===== src/rtl/reg_wb_pkg.sv =====
`default_nettype none
// ============================================================================
// Module      : reg_wb_pkg
// Description : Shared encodings for the writeback stage. The instruction
//               decoder produces wb_sel / load_type using these same codes,
//               so both sides stay consistent.
// Revision    : 1.0 - initial release
// ============================================================================
package reg_wb_pkg;

    localparam int c_XLEN       = 32;
    localparam int c_REG_ADDR_W = 5;

    // Writeback source select
    localparam logic [1:0] c_WB_SEL_ALU  = 2'b00;
    localparam logic [1:0] c_WB_SEL_LOAD = 2'b01;
    localparam logic [1:0] c_WB_SEL_LINK = 2'b10;
    localparam logic [1:0] c_WB_SEL_RSVD = 2'b11;

    // Load width / extension type
    localparam logic [2:0] c_LD_LW  = 3'b000;
    localparam logic [2:0] c_LD_LH  = 3'b001;
    localparam logic [2:0] c_LD_LHU = 3'b010;
    localparam logic [2:0] c_LD_LB  = 3'b011;
    localparam logic [2:0] c_LD_LBU = 3'b100;

    // The reserved source code never produces a register write.
    function automatic logic wb_sel_writes(input logic [1:0] sel);
        return (sel != c_WB_SEL_RSVD);
    endfunction

endpackage : reg_wb_pkg
`default_nettype wire


===== src/rtl/load_extract.sv =====
`default_nettype none
// ============================================================================
// Module      : load_extract
// Description : Combinational little-endian load lane extraction with sign /
//               zero extension to 32 bits.
// Ports       : i_load_data  - aligned 32-bit word from data memory
//               i_addr_lo    - byte address bits [1:0]
//               i_load_type  - LW/LH/LHU/LB/LBU code
//               o_value      - extended load result (0 for unused codes)
// Revision    : 1.0 - initial release
// ============================================================================
module load_extract
    import reg_wb_pkg::*;
(
    input  logic [c_XLEN-1:0] i_load_data,
    input  logic [1:0]        i_addr_lo,
    input  logic [2:0]        i_load_type,
    output logic [c_XLEN-1:0] o_value
);

    logic [7:0]  w_byte;
    logic [15:0] w_half;

    always_comb begin
        w_byte = 8'h00;
        case (i_addr_lo)
            2'b00:   w_byte = i_load_data[7:0];
            2'b01:   w_byte = i_load_data[15:8];
            2'b10:   w_byte = i_load_data[23:16];
            default: w_byte = i_load_data[31:24];
        endcase
    end

    // Halfword lane uses address bit 1 only; bit 0 is deliberately ignored.
    assign w_half = i_addr_lo[1] ? i_load_data[31:16] : i_load_data[15:0];

    always_comb begin
        o_value = '0;
        case (i_load_type)
            c_LD_LW:  o_value = i_load_data;
            c_LD_LH:  o_value = {{16{w_half[15]}}, w_half};
            c_LD_LHU: o_value = {16'h0000, w_half};
            c_LD_LB:  o_value = {{24{w_byte[7]}}, w_byte};
            c_LD_LBU: o_value = {24'h000000, w_byte};
            default:  o_value = '0;
        endcase
    end

endmodule : load_extract
`default_nettype wire


===== src/rtl/reg_writeback.sv =====
`default_nettype none
// ============================================================================
// Module      : reg_writeback
// Description : MEM/WB pipeline register plus writeback data selection,
//               register-file write port, forwarding port and a retired-
//               instruction counter.
// Ports       : clk, rst             - clock, synchronous active-high reset
//               mem_*                - instruction arriving from MEM stage
//               wb_stall / wb_flush  - hold / kill control for WB register
//               REG_*                - register-file write port
//               fwd_*                - forwarding copy of the write port
//               retire_count         - instructions that have left WB
// Revision    : 1.0 - initial release
// ============================================================================
module reg_writeback
    import reg_wb_pkg::*;
#(
    parameter int RETIRE_W = 32
) (
    input  logic                    clk,
    input  logic                    rst,
    input  logic                    mem_valid,
    input  logic                    mem_reg_write,
    input  logic [c_REG_ADDR_W-1:0] mem_rd_addr,
    input  logic [1:0]              mem_wb_sel,
    input  logic [c_XLEN-1:0]       mem_alu_result,
    input  logic [c_XLEN-1:0]       mem_load_data,
    input  logic [2:0]              mem_load_type,
    input  logic [c_XLEN-1:0]       mem_pc_plus4,
    input  logic                    wb_stall,
    input  logic                    wb_flush,
    output logic                    REG_write_1,
    output logic [c_REG_ADDR_W-1:0] REG_address_wr,
    output logic [c_XLEN-1:0]       REG_data_wb_in1,
    output logic                    fwd_valid,
    output logic [c_REG_ADDR_W-1:0] fwd_addr,
    output logic [c_XLEN-1:0]       fwd_data,
    output logic [RETIRE_W-1:0]     retire_count
);

    logic                    r_valid;
    logic                    r_reg_write;
    logic [c_REG_ADDR_W-1:0] r_rd;
    logic [1:0]              r_wb_sel;
    logic [2:0]              r_load_type;
    logic [c_XLEN-1:0]       r_alu_result;
    logic [c_XLEN-1:0]       r_load_data;
    logic [c_XLEN-1:0]       r_pc_plus4;
    logic [RETIRE_W-1:0]     r_retire_count;

    logic [c_XLEN-1:0]       w_load_value;
    logic [c_XLEN-1:0]       w_sel_data;
    logic                    w_write;

    // Pipeline register. An instruction leaves WB on any edge where it is
    // valid and not stalled; a simultaneous flush only kills the incoming one,
    // so the outgoing instruction is still counted.
    always_ff @(posedge clk) begin
        if (rst) begin
            r_valid        <= 1'b0;
            r_reg_write    <= 1'b0;
            r_rd           <= '0;
            r_wb_sel       <= '0;
            r_load_type    <= '0;
            r_alu_result   <= '0;
            r_load_data    <= '0;
            r_pc_plus4     <= '0;
            r_retire_count <= '0;
        end else begin
            if (r_valid && !wb_stall) begin
                r_retire_count <= r_retire_count + RETIRE_W'(1);
            end
            if (wb_flush) begin
                r_valid <= 1'b0;
            end else if (!wb_stall) begin
                r_valid      <= mem_valid;
                r_reg_write  <= mem_reg_write;
                r_rd         <= mem_rd_addr;
                r_wb_sel     <= mem_wb_sel;
                r_load_type  <= mem_load_type;
                r_alu_result <= mem_alu_result;
                r_load_data  <= mem_load_data;
                r_pc_plus4   <= mem_pc_plus4;
            end
        end
    end

    load_extract u_load_extract (
        .i_load_data (r_load_data),
        .i_addr_lo   (r_alu_result[1:0]),
        .i_load_type (r_load_type),
        .o_value     (w_load_value)
    );

    always_comb begin
        w_sel_data = '0;
        case (r_wb_sel)
            c_WB_SEL_ALU:  w_sel_data = r_alu_result;
            c_WB_SEL_LOAD: w_sel_data = w_load_value;
            c_WB_SEL_LINK: w_sel_data = r_pc_plus4;
            default:       w_sel_data = '0;
        endcase
    end

    // x0 is hard-wired zero, so writes to it are suppressed here rather than
    // relying on the register file to ignore them; forwarding sees the same.
    assign w_write = r_valid && r_reg_write && (r_rd != '0) && wb_sel_writes(r_wb_sel);

    assign REG_write_1     = w_write;
    assign REG_address_wr  = r_valid ? r_rd : '0;
    assign REG_data_wb_in1 = r_valid ? w_sel_data : '0;

    assign fwd_valid = REG_write_1;
    assign fwd_addr  = REG_address_wr;
    assign fwd_data  = REG_data_wb_in1;

    assign retire_count = r_retire_count;

endmodule : reg_writeback
`default_nettype wire


===== config.mk =====
export PLATFORM = sky130hd
export DESIGN_NAME = reg_writeback
export DESIGN_NICKNAME = d
export VERILOG_FILES = /design/src/rtl/reg_wb_pkg.sv /design/src/rtl/load_extract.sv /design/src/rtl/reg_writeback.sv
export SDC_FILE = /design/constraint.sdc
export NUM_CORES = 1
export LEC_CHECK = 0
export ABC_AREA = 1
export ABC_CLOCK_PERIOD_IN_PS = 2600
export CORE_MARGIN = 2
export CORE_UTILIZATION = 61
export DETAILED_ROUTE_END_ITERATION = 6
export DONT_BUFFER_PORTS = 1
export PLACE_DENSITY = 0.83
export SLEW_MARGIN = 20
export SYNTH_ARGS = -nofsm -noshare
export SYNTH_HDL_FRONTEND = slang
export SYNTH_HIERARCHICAL = 1
export SYNTH_SLANG_ARGS = --single-unit

===== constraint.sdc =====
create_clock -name clk -period 2.6 [get_ports clk]
set_clock_uncertainty 0.15 [all_clocks]
set_input_delay 0.52 -clock clk [delete_from_list [all_inputs] [get_ports clk]]
set_output_delay 0.52 -clock clk [all_outputs]
set_load 0.1 [all_outputs]

==> impl_summary.log, run 1 <==
[metrics] outcome: complete, but fails checks
[metrics] failing checks: design-rule violations, negative setup slack
[metrics] clock transition at the registers of the reported paths: 60 ps
[metrics] fraction of power consumed by combinational cells: 17.2%
[metrics] initial antenna violation count: 1
[metrics] worst stage delay on the critical path: 390 ps
[metrics] worst vdd rail ir drop: 0.0004588 V
[metrics] dominant register cell in the synthesized netlist: sky130_fd_sc_hd__dfxtp_1
[metrics] number of detailed-route iterations in the first pass: 7
[metrics] layer carrying the most global-route usage: met2
[metrics] kind of critical path: reg2out
[metrics] met1 track utilization from global routing: 47.15%
[metrics] data required time of the critical path: 1930 ps
[metrics] slew margin rel.: 59.90%
[metrics] mean area per synthesized cell: 6.173 um2
[metrics] ordered list of cells on the worst path: buf_6 -> nor2_4 -> buf_6 -> nand2_2 -> nand3_2 -> nand3_2 -> nand2_2 -> nand2_1 -> nand3_2 -> nand2_2 -> clkinvlp_4 -> buf_12
[metrics] Layout area overhead: 35.87%
[metrics] startpoint of the most critical register-to-register path: retire_count[1]
[metrics] number of remaining DRC errors: 12
[metrics] RD Place Congestion: 1.034
[metrics] unrepaired setup endpoints after global routing: yes
[metrics] Clock Root Buffer: sky130_fd_sc_hd__clkbuf_16
[metrics] register-to-register setup slack: 720 ps
[metrics] vias in the first global route: 8012
[metrics] yosys synthesis warning count: 6
[metrics] initial core utilization: 62.65%
[metrics] Nets: 1381
[metrics] power density normalized to cell area: 584.8 mW/mm2
[metrics] number of input and output port buffers inserted: 0
[metrics] Worst Hold Path Cells: 1
[metrics] clock latency on the worst-skew pair: 430 ps
[metrics] overall die width: 115.3 um
[metrics] share of layout cells above drive strength 1: 27.79%
[metrics] IO Pins: 220
[metrics] commonest cells after routing, fill and taps aside: sky130_fd_sc_hd__nor2_1 (298), sky130_fd_sc_hd__nand2_1 (221), sky130_fd_sc_hd__dfxtp_1 (134), sky130_fd_sc_hd__o21ai_0 (111)
[metrics] Async SR Flop Fraction: 0%
[metrics] maximum net fanout on the critical path: 6
[metrics] max-cap check violation count: 0
[metrics] maximum clock frequency: 349.2 MHz
[metrics] aggregate global routing overflow: 0
[metrics] cts bufs inserted: 17
[metrics] hold_sp: rst
[metrics] via count: 8733
[metrics] flip-flop and latch count after synthesis: 140
[metrics] Final WS setup: -263.6 ps
[metrics] Power, Total: 6.004 mW
[metrics] cell accounting for the most synthesized area: sky130_fd_sc_hd__dfxtp_1
[metrics] gate family responsible for the most delay along the worst path: simple AND/OR/NAND/NOR gates
[metrics] vertical extent of the die: 115.3 um
[metrics] portion of the post-synthesis area used by sequential elements: 37.09%
[metrics] largest net degree at the start of global routing: 70
[metrics] number of hold violations in the final report: 0
[metrics] cell count after synthesis: 1224
[metrics] minimum clock period: 2864 ps
[metrics] count of antenna-violating nets left after detailed routing: 0
[metrics] final-report max-slew violation count: 0
[metrics] portion of the clock cycle consumed by the worst path in the final layout: 110.1%
[metrics] final number of setup-violating endpoints: 64
[metrics] clock buffer depth: 2
[metrics] net load switching power: 1.759 mW
[metrics] Switching Share: 29.30%
[metrics] number of diodes: 0
[metrics] global-route met3 utilization: 14.29%
[metrics] number of enable-type register cells in the synthesized netlist: 0
[metrics] sum of routed wire length over all layers: 27610 um
[metrics] Worst setup EP type: output port
[metrics] CTS Sinks: 140
[metrics] wire length of the first global-routing pass: 40770 um
[metrics] area of the mapped netlist: 0.007556 mm2
[metrics] Worst Hold Endpoint: retire_count[3]
[metrics] largest cells by area after synthesis: sky130_fd_sc_hd__dfxtp_1 (37%), sky130_fd_sc_hd__nor2_1 (15%), sky130_fd_sc_hd__nand2_1 (14%)
[metrics] count of cell types in the netlist: 33
[metrics] portion of synthesized cell area occupied by the leading cell type: 37.09%
[metrics] final std cell area, no fill: 0.01027 mm2
[metrics] Core Rows: 40
[metrics] Die Area: 0.01329 mm2
[metrics] final-layout fill cell count: 711
[metrics] detailed placer's ending HPWL: 16700 um
[metrics] part of the power in the clock network: 43.3%
[metrics] worst-case reg-to-reg path depth: 7
[metrics] global routing usage on met2: 63.29%
[metrics] Static Leak: 4.529 nW
[metrics] arrival time at the worst endpoint: 2190 ps
[metrics] hold crit path type: in2reg
[metrics] TritonCTS clock tree: done
[metrics] maximum level of the CTS H-tree: 4
[metrics] number of buffer and inverter instances along the worst setup path: 4
[metrics] endpoint of the lowest-slack register-to-register path: retire_count[15]
[metrics] sequential share of power: 39.5%
[metrics] Final Util: 85.11%
[metrics] cell area reported after detailed placement: 0.008645 mm2
[metrics] placeable core area: 0.01206 mm2
[metrics] number of nets produced by synthesis: 1337
[metrics] slowest cell on the critical path: sky130_fd_sc_hd__dfxtp_4
[metrics] combined global-route utilization of all metal layers: 39.58%
[metrics] measured slew at the worst slew-check pin: 601.5 ps
[metrics] kind of start point of the critical path: flop
[metrics] average wire per standard cell: 19.06 um
[metrics] most common library cell in the layout ignoring fill and taps: sky130_fd_sc_hd__nor2_1
[metrics] setup tns final: -10550 ps
[metrics] via density per instance: 6.027
[metrics] post-place setup slack: 50.91 ps
[metrics] Internal: 4.245 mW
[metrics] Iter 0 DRT Violations: 1411
[sequential cells by signal, indices dropped and copies added, names as in the netlist]
register,flops
r_alu_result,32
r_load_data,32
r_load_type,3
r_pc_plus4,32
r_rd,5
r_reg_write,1
r_valid,1
r_wb_sel,2
retire_count,32
[logic make-up (layout without fill, tap and decap cells)]
| logic type | Yosys count | count (layout) | share of synthesized area, % |
|---|---|---|---|
| AO/OA/AOI/OAI | 151 | 151 | 10.15 |
| XOR/XNOR | 5 | 5 | 0.5797 |
| adder cells (fa/ha/maj) | 1 | 1 | 0.1656 |
| buffers and inverters | 207 | 259 | 12.82 |
| flip-flops | 140 | 140 | 37.09 |
| AND/OR/NAND/NOR | 720 | 725 | 39.20 |
[final cells by class]
class / instances / area [um2] / area share [%]
clock buffer: 21 / 460.4 / 4.485
sequential: 140 / 2823 / 27.50
timing repair buffer: 117 / 1526 / 14.87
multi-input combinational: 882 / 4502 / 43.85
inverter: 109 / 574.3 / 5.594
clock inverter: 11 / 165.2 / 1.609
tap: 168 / 210.2 / 2.048
timing repair inverter: 1 / 5.005 / 0.04875
[power by group through the flow]
stage / combinational, mW / sequential, mW / clock, mW
floorplan: 0.596 / 2.36 / 0
global placement: 0.752 / 2.40 / 0
detailed placement: 0.766 / 2.40 / 0
CTS: 0.904 / 2.36 / 2.60
global route: 1.08 / 2.38 / 2.71
finish: 1.03 / 2.37 / 2.60
[through the flow]
step           hold WS [ps]  std cells
2_1_floorplan         313.5       1224
3_3_place_gp          326.6       1386
3_5_place_dp          331.2       1386
4_1_cts               1.747       1440
5_1_grt               3.057       1449
6_report              8.652       1449
[layer usage]
layer  share of wire, %  vias up
met2                 45      677
met5              0.047        -
li1                   -     3890
met3                 12      191
met4                5.7        2
met1                 36     3973
[worst max-delay path by stage]
stage,end,depth (start not counted),start
2_1_floorplan,fwd_valid,4,r_valid
3_3_place_gp,REG_data_wb_in1[0],10,r_alu_result[0]
3_5_place_dp,REG_data_wb_in1[8],10,r_alu_result[1]
4_1_cts,REG_data_wb_in1[0],11,r_alu_result[1]
5_1_grt,fwd_data[1],12,r_alu_result[1]
6_report,fwd_data[1],12,r_alu_result[1]
[worst register-to-register path: cells and delay by family (launching register included)]
| family | cells | cell delay (ps) |
|---|---|---|
| xor+xnor | 1 | 140 |
| buf+inv | 1 | 320 |
| flops | 1 | 370 |
| simple gates | 5 | 790 |
[what timing repair did]
action                                  4_1_cts  5_1_grt
hold endpoints to repair                      7        0
cloned                                        7        2
setup buffers                                14        7
hold buffers                                  1        0
endpoints found under the setup margin       64       66
gates resized for setup                     134       49
pin swaps                                    54       34
[cell usage after synthesis, drive strengths merged (3+ instances only)]
library cell	n
nor2	311
nand2	292
dfxtp	140
o21ai	126
inv	108
nand3	98
buf	64
clkbuf	34
a21oi	21
nand4	9
nor3	4
nand3b	3
xor2	3
No activity file was read; power rests on OpenSTA's default activity.
==> inputs of run 2 (changes only) <==
--- a/config.mk
+++ b/config.mk
@@ -8,10 +8,9 @@
 export ABC_AREA = 1
 export ABC_CLOCK_PERIOD_IN_PS = 2600
 export CORE_MARGIN = 2
-export CORE_UTILIZATION = 61
+export CORE_UTILIZATION = 37
 export DETAILED_ROUTE_END_ITERATION = 6
 export DONT_BUFFER_PORTS = 1
-export PLACE_DENSITY = 0.83
 export SLEW_MARGIN = 20
 export SYNTH_ARGS = -nofsm -noshare
 export SYNTH_HDL_FRONTEND = slang
==> impl_summary.log, run 2 (synthesized netlist as in run 1, its figures left out) <==
[metrics] maximum clock frequency: 355.9 MHz (+1.9%)
[metrics] Worst Hold Path Cells: 1 (unchanged)
[metrics] Final WS setup: -209.9 ps (+53.70 ps)
[metrics] CTS Sinks: 140 (unchanged)
[metrics] maximum net fanout on the critical path: 6 (unchanged)
[metrics] number of remaining DRC errors: 0 (-12)
[metrics] via count: 7855 (-10%)
[metrics] unrepaired setup endpoints after global routing: yes
[metrics] Layout area overhead: 34.05%
[metrics] measured slew at the worst slew-check pin: 544.0 ps (-57.44 ps)
[metrics] minimum clock period: 2810 ps (-53.70 ps)
[metrics] kind of critical path: reg2out
[metrics] maximum level of the CTS H-tree: 4 (unchanged)
[metrics] commonest cells after routing, fill and taps aside: sky130_fd_sc_hd__nor2_1 (297), sky130_fd_sc_hd__nand2_1 (251), sky130_fd_sc_hd__dfxtp_1 (134), sky130_fd_sc_hd__o21ai_0 (111), sky130_fd_sc_hd__inv_1 (62)
[metrics] initial core utilization: 37.46% (-25 points)
[metrics] vertical extent of the die: 146.9 um (+27%)
[metrics] Nets: 1371 (-0.72%)
[metrics] Worst setup EP type: output port
[metrics] worst-case reg-to-reg path depth: 9 (+2)
[metrics] cell area reported after detailed placement: 0.008875 mm2 (+2.7%)
[metrics] slew margin rel.: 62.79% (+2.9 points)
[metrics] worst vdd rail ir drop: 0.0004481 V (-2.3%)
[metrics] aggregate global routing overflow: 0 (unchanged)
[metrics] IO Pins: 220 (unchanged)
[metrics] final-report max-slew violation count: 0 (unchanged)
[metrics] clock transition at the registers of the reported paths: 70 ps (about the same)
[metrics] Iter 0 DRT Violations: 458 (-68%)
[metrics] number of input and output port buffers inserted: 0 (unchanged)
[metrics] most common library cell in the layout ignoring fill and taps: sky130_fd_sc_hd__nor2_1
[metrics] final-layout fill cell count: 2043 (+190%)
[metrics] Power, Total: 5.866 mW (-2.3%)
[metrics] overall die width: 146.9 um (+27%)
[metrics] sum of routed wire length over all layers: 26710 um (-3.3%)
[metrics] portion of the clock cycle consumed by the worst path in the final layout: 108.1% (-2.1 points)
[metrics] arrival time at the worst endpoint: 2140 ps (-50 ps)
[metrics] clock latency on the worst-skew pair: 440 ps (about the same)
[metrics] count of antenna-violating nets left after detailed routing: 0 (unchanged)
[metrics] hold crit path type: in2reg
[metrics] wire length of the first global-routing pass: 41060 um (+0.71%)
[metrics] outcome: complete, but fails checks
[metrics] Die Area: 0.02158 mm2 (+62%)
[metrics] max-cap check violation count: 0 (unchanged)
[metrics] failing checks: negative setup slack
[metrics] number of hold violations in the final report: 0 (unchanged)
[metrics] Static Leak: 4.403 nW (-2.8%)
[metrics] share of layout cells above drive strength 1: 24.15% (-3.6 points)
[metrics] combined global-route utilization of all metal layers: 24.21% (-15 points)
[metrics] smallest hold slack: 42.51 ps (+33.86 ps)
[metrics] via density per instance: 5.094 (-15%)
[metrics] kind of start point of the critical path: flop
[metrics] number of detailed-route iterations in the first pass: 6 (-1)
[metrics] final std cell area, no fill: 0.01013 mm2 (-1.3%)
[metrics] Clock Root Buffer: sky130_fd_sc_hd__clkbuf_16
[metrics] detailed placer's ending HPWL: 18470 um (+11%)
[metrics] clock buffer depth: 2 (unchanged)
[metrics] power density normalized to cell area: 579.2 mW/mm2 (-0.97%)
[metrics] cts bufs inserted: 17 (unchanged)
[metrics] final number of setup-violating endpoints: 64 (unchanged)
[metrics] average wire per standard cell: 17.32 um (-9.1%)
[metrics] Core Rows: 52 (+30%)
[metrics] largest net degree at the start of global routing: 106 (+51%)
[metrics] RD Place Congestion: 0.9162 (-11%)
[metrics] TritonCTS clock tree: done
[metrics] vias in the first global route: 7425 (-7.3%)
[metrics] placeable core area: 0.02017 mm2 (+67%)
[metrics] data required time of the critical path: 1930 ps (about the same)
[metrics] initial antenna violation count: 1 (unchanged)
-- run 2: cell count changes in the layout (fill, tap and decap cells not counted), sizes merged --
| cell | delta |
|---|---|
| clkbuf | -3 |
| bufinv | -1 |
| buf | -9 |
| diode | +1 |
| inv | +6 |
| nand4 | -1 |
| clkinv | -2 |
-- run 2: power breakdown --
part	switching, mW	total (mW)	internal [mW]
Clock	1.05	2.58	1.53
Combinational	0.623	0.920	0.297
Sequential	0.106	2.36	2.26
-- run 2: worst max-delay path, cell delays in order, from the launching register on --
cell	delay, ps
sky130_fd_sc_hd__dfxtp_4	430
sky130_fd_sc_hd__buf_6	140
sky130_fd_sc_hd__nand2_4	50
sky130_fd_sc_hd__nand3_4	170
sky130_fd_sc_hd__nand3b_4	210
sky130_fd_sc_hd__nand3_2	140
sky130_fd_sc_hd__nand2_2	60
sky130_fd_sc_hd__nand3_2	80
sky130_fd_sc_hd__nand2_2	70
sky130_fd_sc_hd__clkinvlp_4	110
sky130_fd_sc_hd__buf_12	250
-- run 2: timing repair --
item	4_1_cts	5_1_grt
hold endpoints to repair	9	0
pin swaps	4	47
buffers inserted	2	3
hold buffers	1	0
gates cloned	3	5
gates resized for setup	28	93
endpoints found under the setup margin	64	64
-- run 2: path summary, 6_finish.rpt --
kind | to | slack, ps | startpoint
worst max-delay path | REG_data_wb_in1[20] | -210 | r_alu_result[1]
worst min-delay path | r_valid | 40 | rst
worst max register to register | retire_count[22] | 560 | r_valid
worst min register to register | r_alu_result[7] | 350 | r_alu_result[7]
-- run 2: per-stage QoR --
| step | utilization [%] | setup TNS (ps) | std cells | setup WS [ps] |
|---|---|---|---|---|
| 6_report | 50.22 | -9177 | 1542 | -209.9 |
| 2_1_floorplan | - | -70.14 | 1224 | -70.14 |
| 5_1_grt | 50.22 | -14600 | 1542 | -278.6 |
| 3_3_place_gp | 44.00 | 0 | 1495 | 89.78 |
| 4_1_cts | 47.96 | -9430 | 1533 | -168.4 |
| 3_5_place_dp | 44.00 | 0 | 1495 | 72.19 |
-- run 2: per-layer routing --
metal,GRT usage (%),vias to the layer above,part of all wire (%)
met4,10.14,0,3.3
li1,-,3882,-
met1,31.96,3614,44
met3,5.342,55,7.2
met2,38.43,304,46
met5,0,-,0
-- run 2: area by class of cell --
class | count | area, um2 | share of cell area [%]
multi-input combinational | 881 | 4288 | 42.33
clock buffer | 18 | 429.2 | 4.237
sequential | 140 | 2820 | 27.84
timing repair buffer | 108 | 1505 | 14.86
antenna | 1 | 2.502 | 0.02471
clock inverter | 14 | 185.2 | 1.828
tap | 270 | 337.8 | 3.335
timing repair inverter | 1 | 5.005 | 0.04941
inverter | 109 | 555.5 | 5.485
==> inputs of run 3 (changes only) <==
--- a/config.mk
+++ b/config.mk
@@ -7,10 +7,13 @@
 export LEC_CHECK = 0
 export ABC_AREA = 1
 export ABC_CLOCK_PERIOD_IN_PS = 2600
+export CAP_MARGIN = 20
 export CORE_MARGIN = 2
 export CORE_UTILIZATION = 37
 export DETAILED_ROUTE_END_ITERATION = 6
 export DONT_BUFFER_PORTS = 1
+export GPL_ROUTABILITY_DRIVEN = 0
+export SETUP_SLACK_MARGIN = 0.3
 export SLEW_MARGIN = 20
 export SYNTH_ARGS = -nofsm -noshare
 export SYNTH_HDL_FRONTEND = slang
==> impl_summary.log, run 3 (synthesized netlist as in run 1, its figures left out) <==
[metrics] clock latency on the worst-skew pair: 430 ps (about the same)
[metrics] Layout area overhead: 34.31%
[metrics] max-cap check violation count: 0 (unchanged)
[metrics] initial core utilization: 37.46% (unchanged)
[metrics] slowest cell on the critical path: sky130_fd_sc_hd__dfxtp_4
[metrics] final-layout fill cell count: 2006 (-1.8%)
[metrics] kind of critical path: reg2out
[metrics] worst stage delay on the critical path: 400 ps (-30 ps)
[metrics] filler-free cell count of the finished design: 1537 (-0.32%)
[metrics] final number of setup-violating endpoints: 64 (unchanged)
[metrics] number of remaining DRC errors: 0 (unchanged)
[metrics] critical path startpoint: r_alu_result[1]
[metrics] detailed placer's ending HPWL: 18290 um (-0.96%)
[metrics] Static Leak: 4.366 nW (-0.83%)
[metrics] clock buffer depth: 2 (unchanged)
[metrics] footprint of the multi-input gates: 0.004307 mm2 (+0.44%)
[metrics] outcome: complete, but fails checks
[metrics] slew margin rel.: 45.29% (-18 points)
[metrics] via count: 7957 (+1.3%)
[metrics] final-report max-slew violation count: 0 (unchanged)
[metrics] data required time of the critical path: 1930 ps (about the same)
[metrics] portion of the clock cycle consumed by the worst path in the final layout: 105.7% (-2.3 points)
[metrics] arrival time at the worst endpoint: 2080 ps (-60 ps)
[metrics] Final WS setup: -149.5 ps (+60.42 ps)
[metrics] share of layout cells above drive strength 1: 23.70% (-0.46 points)
[metrics] minimum clock period: 2749 ps (-60.42 ps)
[metrics] Switching Share: 28.30% (-2.0 points)
[metrics] hold_sp: rst
[metrics] part of the power in the clock network: 45.6% (+1.6 points)
[metrics] Worst setup EP type: output port
[metrics] Internal: 4.324 mW (+5.8%)
[metrics] Power, Total: 6.032 mW (+2.8%)
[metrics] measured slew at the worst slew-check pin: 800.0 ps (+255.9 ps)
[metrics] Register Area: 0.002820 mm2 (unchanged)
[metrics] IO Pins: 220 (unchanged)
[metrics] TritonCTS clock tree: done
[metrics] hold crit path type: in2reg
[metrics] average wire per standard cell: 17.42 um (+0.56%)
[metrics] ordered list of cells on the worst path: buf_12 -> nor2_4 -> nand2_1 -> nand3_1 -> nand3_1 -> nand2_1 -> nand2_1 -> nand3_2 -> nand2_2 -> clkinvlp_4 -> buf_12
[metrics] net load switching power: 1.707 mW (-4.0%)
[metrics] worst vdd rail ir drop: 0.0004194 V (-6.4%)
[metrics] combined global-route utilization of all metal layers: 24.96% (+0.75 points)
[metrics] cell area reported after detailed placement: 0.008872 mm2 (about the same)
[metrics] clock transition at the registers of the reported paths: 70 ps (about the same)
[metrics] power density normalized to cell area: 594.3 mW/mm2 (+2.6%)
[metrics] vertical extent of the die: 146.9 um (unchanged)
[metrics] Iter 0 DRT Violations: 633 (+38%)
[metrics] startpoint of the most critical register-to-register path: r_valid
[metrics] largest net degree at the start of global routing: 76 (-28%)
[metrics] sequential share of power: 39.2% (-1.1 points)
[metrics] unrepaired setup endpoints after global routing: yes
[metrics] vias in the first global route: 7854 (+5.8%)
[metrics] CP dominant cell by count: sky130_fd_sc_hd__nand2_1
[metrics] Core Rows: 52 (unchanged)
[metrics] maximum level of the CTS H-tree: 4 (unchanged)
[metrics] fraction of power consumed by combinational cells: 15.2% (-0.5 points)
[metrics] number of input and output port buffers inserted: 0 (unchanged)
[metrics] number of hold violations in the final report: 0 (unchanged)
[metrics] commonest cells after routing, fill and taps aside: sky130_fd_sc_hd__nor2_1 (298), sky130_fd_sc_hd__nand2_1 (249), sky130_fd_sc_hd__dfxtp_1 (132), sky130_fd_sc_hd__o21ai_0 (110), sky130_fd_sc_hd__inv_1 (62)
[metrics] Die Area: 0.02158 mm2 (unchanged)
[metrics] final std cell area, no fill: 0.01015 mm2 (+0.20%)
[metrics] failing checks: negative setup slack
[metrics] setup tns final: -7348 ps (+1829 ps)
[metrics] most common library cell in the layout ignoring fill and taps: sky130_fd_sc_hd__nor2_1
[metrics] maximum clock frequency: 363.7 MHz (+2.2%)
[metrics] maximum net fanout on the critical path: 20 (+14)
[metrics] via density per instance: 5.177 (+1.6%)
[metrics] wire length of the first global-routing pass: 42490 um (+3.5%)
[metrics] kind of start point of the critical path: flop
[metrics] aggregate global routing overflow: 0 (unchanged)
[metrics] placeable core area: 0.02017 mm2 (unchanged)
[metrics] gate family responsible for the most delay along the worst path: simple AND/OR/NAND/NOR gates
[metrics] Nets: 1367 (-0.29%)
[metrics] cts bufs inserted: 17 (unchanged)
[metrics] sum of routed wire length over all layers: 26770 um (+0.23%)
[metrics] number of buffer and inverter instances along the worst setup path: 3 (unchanged)
[metrics] initial antenna violation count: 1 (unchanged)
[metrics] CTS Sinks: 140 (unchanged)
[metrics] overall die width: 146.9 um (unchanged)
[metrics] number of instances in the placed design: 1491 (-0.27%)
[metrics] number of detailed-route iterations in the first pass: 6 (unchanged)
[metrics] count of antenna-violating nets left after detailed routing: 0 (unchanged)
[metrics] Clock Root Buffer: sky130_fd_sc_hd__clkbuf_16
run 3: through the flow:
| stage | hold slack, ps | setup WS, ps | utilization, % |
|---|---|---|---|
| CTS | 5.172 | -139.6 | 49.70 |
| floorplan | 313.5 | 6.119 | - |
| global placement | 327.6 | 210.5 | 43.99 |
| finish | 20.96 | -149.5 | 50.32 |
| detailed placement | 334.4 | 135.4 | 43.99 |
| global route | 0.2029 | -246.2 | 50.32 |
run 3: per-layer routing:
layer,routed length (um),GRT usage (%)
met5,0,0
met4,960,10.58
met3,2104,6.149
met2,12230,41.43
met1,11470,31.02
run 3: power by group through the flow:
stage | combinational [mW] | clock (mW) | sequential (mW)
2_1_floorplan | 0.612 | 0 | 2.36
3_3_place_gp | 0.778 | 0 | 2.40
3_5_place_dp | 0.787 | 0 | 2.40
4_1_cts | 0.888 | 2.79 | 2.36
5_1_grt | 1.00 | 2.88 | 2.37
6_report | 0.915 | 2.75 | 2.37
run 3: worst paths after layout:
check / endpoint / slack, ps / cells past startpoint
worst max-delay path: fwd_data[0] / -150 / 11
worst min-delay path: retire_count[4] / 20 / 1
worst max register to register: retire_count[22] / 710 / 9
worst min register to register: r_alu_result[12] / 350 / 2
run 3: worst reg2reg max path: cells and delay by family, from the launching register on:
kind	cells	cell delay [ps]
flip-flops	1	350
AND/OR/NAND/NOR	8	970
buffers and inverters	1	370
run 3: timing repair:
action	in CTS	in global routing
hold buffers	1	0
gates cloned	8	1
hold endpoints to repair	8	0
endpoints found under the setup margin	64	72
pin swaps	23	5
gates resized for setup	90	23
setup buffers	4	0
run 3: cell type report:
cell class / instances / share of cell area [%]
Multi-Input combinational cell: 882 / 42.44
Sequential cell: 140 / 27.79
Timing Repair Buffer: 102 / 14.18
Inverter: 109 / 5.684
Clock buffer: 21 / 4.636
Tap cell: 270 / 3.329
Clock inverter: 10 / 1.812
Timing Repair inverter: 2 / 0.1110
Antenna cell: 1 / 0.02466
